File: src/rtl/prng_pkg.sv
// Shared types, constants and the LFSR step function for the PRNG arbiter slice.
// Optional reseed port set is controlled by PRNG_ARB_RESEED_EN.
package prng_pkg;

  typedef enum logic [1:0] {
    IDLE    = 2'd0,
    GRANT   = 2'd1,
    ADVANCE = 2'd2
  } prng_state_e;

  localparam logic [63:0] PRNG_DEFAULT_SEED = 64'h128F_9A75_D093_C27E;
  localparam logic [63:0] PRNG_LOCKUP       = '1;

  localparam int unsigned PRNG_TAP0 = 63;
  localparam int unsigned PRNG_TAP1 = 62;
  localparam int unsigned PRNG_TAP2 = 60;
  localparam int unsigned PRNG_TAP3 = 59;

  // XNOR feedback: all-ones is the only lock-up state, so it must never be loaded.
  function automatic logic [63:0] prng_next(input logic [63:0] s);
    return {s[62:0], ~(s[PRNG_TAP0] ^ s[PRNG_TAP1] ^ s[PRNG_TAP2] ^ s[PRNG_TAP3])};
  endfunction

endpackage

File: src/rtl/prng_arbiter_if.sv
// Requester-side bus of the PRNG arbiter: request/grant handshake plus random data.
// seed_wr/seed_data exist only when PRNG_ARB_RESEED_EN is defined.
interface prng_arbiter_if #(
  parameter int unsigned NUM_REQ = 4
);

  logic [NUM_REQ-1:0] req;
  logic [NUM_REQ-1:0] gnt;
  logic [63:0]        rand_data;
  logic               rand_valid;
  logic               busy;

`ifdef PRNG_ARB_RESEED_EN
  logic               seed_wr;
  logic [63:0]        seed_data;

  modport master (
    output req, seed_wr, seed_data,
    input  gnt, rand_data, rand_valid, busy
  );

  modport slave (
    input  req, seed_wr, seed_data,
    output gnt, rand_data, rand_valid, busy
  );
`else
  modport master (
    output req,
    input  gnt, rand_data, rand_valid, busy
  );

  modport slave (
    input  req,
    output gnt, rand_data, rand_valid, busy
  );
`endif

endinterface

File: src/rtl/prng_lfsr64.sv
// 64-bit XNOR-feedback LFSR register; load takes priority over step.
module prng_lfsr64
  import prng_pkg::*;
#(
  parameter logic [63:0] SEED = PRNG_DEFAULT_SEED
) (
  input  logic        procClock,
  input  logic        reset,
  input  logic        step,
  input  logic        load,
  input  logic [63:0] load_value,
  output logic [63:0] q
);

  always_ff @(posedge procClock) begin
    if (reset) begin
      q <= SEED;
    end else if (load) begin
      q <= load_value;
    end else if (step) begin
      q <= prng_next(q);
    end
  end

endmodule

File: src/rtl/prng_arbiter.sv
// Round-robin arbiter sharing one 64-bit LFSR among NUM_REQ requesters.
// Define PRNG_ARB_RESEED_EN to enable runtime reseeding via seed_wr/seed_data.
module prng_arbiter
  import prng_pkg::*;
#(
  parameter int unsigned NUM_REQ         = 4,
  parameter int unsigned STEPS_PER_GRANT = 1,
  parameter logic [63:0] SEED            = PRNG_DEFAULT_SEED
) (
  input  logic           procClock,
  input  logic           reset,
  prng_arbiter_if.slave  bus
);

  localparam int unsigned    PW         = (NUM_REQ > 1) ? $clog2(NUM_REQ) : 1;
  localparam logic [63:0]    RESET_SEED = (SEED == PRNG_LOCKUP) ? PRNG_DEFAULT_SEED : SEED;
  localparam logic [5:0]     CNT_LOAD   = 6'(STEPS_PER_GRANT - 1);
  localparam logic [PW-1:0]  LAST_IDX   = PW'(NUM_REQ - 1);

  prng_state_e        state, state_n;
  logic [PW-1:0]      rr_ptr, rr_ptr_n;
  logic [PW-1:0]      winner, winner_n;
  logic [5:0]         cnt, cnt_n;
  logic [NUM_REQ-1:0] gnt_q, gnt_n;

  logic [PW-1:0]      cand;
  logic [PW-1:0]      scan_idx;
  logic               scan_hit;

  logic               step;
  logic               load;
  logic [63:0]        load_value;
  logic [63:0]        lfsr_q;

  prng_lfsr64 #(
    .SEED (RESET_SEED)
  ) u_lfsr (
    .procClock  (procClock),
    .reset      (reset),
    .step       (step),
    .load       (load),
    .load_value (load_value),
    .q          (lfsr_q)
  );

  // First requester at or after rr_ptr, wrapping modulo NUM_REQ.
  always_comb begin
    scan_hit = 1'b0;
    scan_idx = rr_ptr;
    cand     = rr_ptr;
    for (int unsigned i = 0; i < NUM_REQ; i++) begin
      cand = PW'((32'(rr_ptr) + i) % NUM_REQ);
      if (!scan_hit && bus.req[cand]) begin
        scan_hit = 1'b1;
        scan_idx = cand;
      end
    end
  end

  always_comb begin
    state_n    = state;
    rr_ptr_n   = rr_ptr;
    winner_n   = winner;
    cnt_n      = cnt;
    gnt_n      = '0;
    step       = 1'b0;
    load       = 1'b0;
    load_value = RESET_SEED;

    case (state)
      IDLE: begin
        if (scan_hit) begin
          winner_n = scan_idx;
          gnt_n    = NUM_REQ'(1) << scan_idx;
          state_n  = GRANT;
        end
      end
      GRANT: begin
        rr_ptr_n = (winner == LAST_IDX) ? '0 : winner + 1'b1;
        cnt_n    = CNT_LOAD;
        state_n  = ADVANCE;
      end
      ADVANCE: begin
        step = 1'b1;
        if (cnt == '0) begin
          state_n = IDLE;
        end else begin
          cnt_n = cnt - 1'b1;
        end
      end
      default: begin
        state_n = IDLE;
      end
    endcase

`ifdef PRNG_ARB_RESEED_EN
    // Reseed overrides stepping and any pending grant, but a grant already
    // on gnt completes and its rr_ptr update is kept.
    if (bus.seed_wr) begin
      load       = 1'b1;
      step       = 1'b0;
      load_value = (bus.seed_data == PRNG_LOCKUP) ? RESET_SEED : bus.seed_data;
      state_n    = IDLE;
      cnt_n      = '0;
      gnt_n      = '0;
    end
`endif
  end

  always_ff @(posedge procClock) begin
    if (reset) begin
      state  <= IDLE;
      rr_ptr <= '0;
      winner <= '0;
      cnt    <= '0;
      gnt_q  <= '0;
    end else begin
      state  <= state_n;
      rr_ptr <= rr_ptr_n;
      winner <= winner_n;
      cnt    <= cnt_n;
      gnt_q  <= gnt_n;
    end
  end

  assign bus.gnt        = gnt_q;
  assign bus.rand_valid = |gnt_q;
  assign bus.busy       = (state != IDLE);
  assign bus.rand_data  = lfsr_q;

endmodule

File: src/flat_wrapper.sv
// flat-port wrapper written by rule: the top's interface ports become plain ports
module prng_arbiter_flat import prng_pkg::*;
#(
  parameter int unsigned NUM_REQ         = 4,
  parameter int unsigned STEPS_PER_GRANT = 1,
  parameter logic [63:0] SEED            = PRNG_DEFAULT_SEED
)
  (procClock, reset, bus_req, bus_gnt, bus_rand_data, bus_rand_valid, bus_busy);
  prng_arbiter_if #(.NUM_REQ(NUM_REQ)) bus_i ();
  input  logic procClock;
  input  logic reset;
  input wire logic [$bits(bus_i.req)-1:0] bus_req;
  output wire logic [$bits(bus_i.gnt)-1:0] bus_gnt;
  output wire logic [$bits(bus_i.rand_data)-1:0] bus_rand_data;
  output wire logic [$bits(bus_i.rand_valid)-1:0] bus_rand_valid;
  output wire logic [$bits(bus_i.busy)-1:0] bus_busy;
  assign bus_i.req = bus_req;
  assign bus_gnt = bus_i.gnt;
  assign bus_rand_data = bus_i.rand_data;
  assign bus_rand_valid = bus_i.rand_valid;
  assign bus_busy = bus_i.busy;
  prng_arbiter #(.NUM_REQ(NUM_REQ), .STEPS_PER_GRANT(STEPS_PER_GRANT), .SEED(SEED)) u_core (.procClock(procClock), .reset(reset), .bus(bus_i));
endmodule
File: config.mk
export PLATFORM = sky130hd
export DESIGN_NAME = prng_arbiter_flat
export DESIGN_NICKNAME = d
export VERILOG_FILES = /design/src/rtl/prng_pkg.sv /design/src/rtl/prng_arbiter_if.sv /design/src/rtl/prng_lfsr64.sv /design/src/rtl/prng_arbiter.sv /design/src/flat_wrapper.sv
export SDC_FILE = /design/constraint.sdc
export NUM_CORES = 1
export LEC_CHECK = 0
export CAP_MARGIN = 10
export CELL_PAD_IN_SITES_DETAIL_PLACEMENT = 1
export CELL_PAD_IN_SITES_GLOBAL_PLACEMENT = 2
export CORE_ASPECT_RATIO = 0.9
export CORE_MARGIN = 1.5
export CORE_UTILIZATION = 28
export CTS_CLUSTER_SIZE = 28
export DETAILED_ROUTE_END_ITERATION = 10
export GPL_TIMING_DRIVEN = 1
export PLACE_DENSITY_LB_ADDON = 0.1
export SYNTH_ARGS = -nofsm -noshare
export SYNTH_HDL_FRONTEND = slang
export SYNTH_SLANG_ARGS = --single-unit
File: constraint.sdc
create_clock -name procClock -period 2.2 [get_ports procClock]
set_clock_uncertainty 0.05 [all_clocks]
set_input_delay 0.44 -clock procClock [delete_from_list [all_inputs] [get_ports procClock]]
set_output_delay 0.44 -clock procClock [all_outputs]
set_load 0.01 [all_outputs]
==> results by group <==
Status
  • Status: complete, no violations

Yosys
  • Ys async rst share: 0%
  • Synth Cell Area: 3130 µm²
  • Number of synthesized register bits: 80
  • Top FF cell, synth: dfxtp_1
  • Syn_area_per_cell: 8.12 µm²
  • Post-synth cell types: 35
  • Ys Warns: 0
  • Synth Instances: 385
  • Number of synthesized flops with an enable pin: 0
  • Mapped Nets: 394
  • Seq/Total Area, Yosys: 51.2%

Floorplan
  • Die X: 114 µm
  • Total die area: 11,800 µm²
  • I/O pin cnt: 76
  • Floorplan Core Area: 10,900 µm²
  • Initial Util: 28.8%
  • Row count: 36
  • Die Y: 103 µm

Timing
  • Relative slew slack: 68.8%
  • Final period util: 96.7%
  • Fin crit period: 2130 ps
  • Worst slew pin tran: 467 ps
  • Setup TNS: 0 ps
  • Final Hold Fails: 0
  • Pins Over Slew Limit: 0
  • Final setup viols: 0
  • RSZ-0062 raised after global routing: false
  • FMAX: 0.470 GHz
  • Hold_ws: 419 ps

Cells and area
  • Commonest non-fill, non-tap cell in the layout: nand2_1
  • Most frequent cells in the layout: nand2_1 (134), dfxtp_1 (80), clkdlybuf4s50_1 (74)
  • Fill cells: 1,289
  • Ant. Diodes: 0
  • Nets: 461
  • Area taken by flip-flops and latches: 1600 µm²
  • Multi-input gate area: 1400 µm²
  • Syn-to-layout area delta: 39.3%
  • Share of cells above drive strength 1: 6.35%

CTS
  • Post-CTS Hold Buffers: 0
  • H-tree levels: 3
  • CTS Root Cell: clkbuf_16
  • CTS buffer count: 9
  • CTS tree: built
  • # Post-CTS Setup Buffers: 0
  • Clock Path Buffers: 2
  • Clk sinks: 80
  • Clock slew seen by the registers of the worst setup and hold paths: 60 ps
  • Post-cts resize count: 0
  • Skew-Pair Late Insertion Delay: 330 ps

Global route
  • Gr usage total: 14.3%
  • GRT overflow: 0
  • Vias in the first global route: 2,687
  • Initial antenna violation count: 0
  • Pin count of the biggest net entering global routing: 66
  • First-pass GRT wire length: 13,200 µm

Flow run
  • Number of max-cap violations: 0

Pwr
  • Peak VDD IR: 0.407 mV
  • Switch share: 26.0%
  • Flop pwr share: 44.8%
  • Psw: 0.949 mW
  • Pleak: 1.68 nW
  • Power density cells: 838 nW/µm²
  • Clock power share: 39.0%
  • Comb power frac: 16.2%
  • Cell internal pwr: 2.70 mW

Setup path
  • Crit path DAT: 1640 ps
  • Reg2reg path depth: 4
  • CP max-delay cell: or4_1
  • CP required: 1710 ps
  • Levels on crit path: 2
  • Critical path type: flip-flop to output port
  • Critical path's top delay family: simple AND/OR/NAND/NOR gates
  • WP buf/inv: 1
  • Crit path max fanout: 2
  • Critical Path Source Type: flip-flop
  • Worst reg-to-reg setup slack: 430 ps
  • Critical R2R Launch: u_core.cnt[2]$_SDFFE_PP0P_
  • Crit. Startpoint: u_core.bus.gnt[1]$_SDFF_PP0_
  • Max incr delay on CP: 510 ps
  • Cell chain of the critical path: or4_1 -> clkdlybuf4s50_1
  • Setup crit end: bus_rand_valid
  • Crit end category: output port
  • Critical R2R Capture: u_core.cnt[1]$_SDFFE_PP0P_

Routing
  • Wire per inst: 13.3 µm
  • Routed WL: 8110 µm
  • Violation count after the first detailed-route iteration: 96
  • Vias: 2,813
  • DRT Pass-1 Iters: 4
  • Post-DRT Antenna Nets: 0
  • DRC violations left: 0
  • Number of vias per cell: 4.62

Placement
  • HPWL Detailed: 5340 µm
  • Port Buffers: 75
  • GPL Wtd Cong: 0.723

Worst hold path
  • Hold path startpoint: u_core.u_lfsr.q[33]$_SDFFE_PP0P_
  • Worst min-delay path class: flip-flop to flip-flop
## kinds of logic after synthesis
family	Yosys count	synth area share, %
fa+ha+maj	3	1.20
xor+xnor	3	0.840
buf+inv	33	4.20
simple gates	204	31.0
flops	80	51.2
mux	1	0.320
compound gates	61	11.2
## how the worst min path moves through the flow
stage | end | slack, ps | cells past startpoint
after floorplan | u_core.cnt[4]$_SDFFE_PP0P_ | 420 | 2
after global placement | u_core.u_lfsr.q[11]$_SDFFE_PP0P_ | 410 | 2
after detailed placement | u_core.u_lfsr.q[62]$_SDFFE_PP0P_ | 410 | 2
after CTS | u_core.u_lfsr.q[7]$_SDFFE_PP0P_ | 420 | 2
after global routing | u_core.u_lfsr.q[12]$_SDFFE_PP0P_ | 440 | 2
final | u_core.u_lfsr.q[33]$_SDFFE_PP0P_ | 420 | 2
## worst min-delay path, stage by stage, from the launching register on
cell,delay [ps]
dfxtp_1,320
nand2_1,50
a21oi_1,50
## cell usage after synthesis (4+ instances only)
cell type / n / area [µm²]
dfxtp_1: 80 / 1600
buf_1: 7 / 26.3
nand2_1: 135 / 507
clkbuf_1: 18 / 67.6
o21ai_0: 7 / 35.0
inv_1: 7 / 26.3
nand3b_1: 34 / 255
nand2b_1: 4 / 25.0
a21oi_1: 41 / 205
nor2_1: 9 / 33.8
## routing by layer
layer  GRT usage, %  part of all wire, %
met1           18.3                   50
met2           22.5                   44
met3           5.71                  4.9
met4           4.04                  1.2
met5              0                    0
## metrics by stage
stage | worst slack [ps] | area (µm²) | std cells | utilization, % | total power, mW
after global placement | 270 | 4070 | 593 | 37.5 | 2.26
final | 72.9 | 4360 | 609 | 40.1 | 3.65
after CTS | 49.8 | 4360 | 609 | 40.1 | 3.72
after floorplan | 567 | 3130 | 385 | - | 1.98
after detailed placement | 231 | 4070 | 593 | 37.5 | 2.27
after global routing | 0.867 | 4360 | 609 | 40.1 | 3.86
## flip-flops by register name, summed over array words and instances (netlist names)
signal           count
u_core.u_lfsr.q     64
u_core.cnt           6
u_core.bus.gnt       4
u_core.rr_ptr        2
u_core.state         2
u_core.winner        2
## power groups by stage
stage                     Clock, mW  Combinational [mW]  Sequential, mW
after global routing           1.54               0.663            1.65
final                          1.42               0.592            1.63
after CTS                      1.48               0.604            1.64
after floorplan                   0               0.295            1.68
after detailed placement          0               0.602            1.67
after global placement            0               0.591            1.66
## layout make-up
type / count / share of cell area, %
inverters: 7 / 0.603
flip-flops and latches: 80 / 36.8
multi-input cells: 272 / 32.2
repair buffers: 82 / 19.5
well taps: 152 / 4.37
clock inverters: 2 / 0.287
clock buffers: 14 / 6.29
No activity file was read; power rests on OpenSTA's default activity.
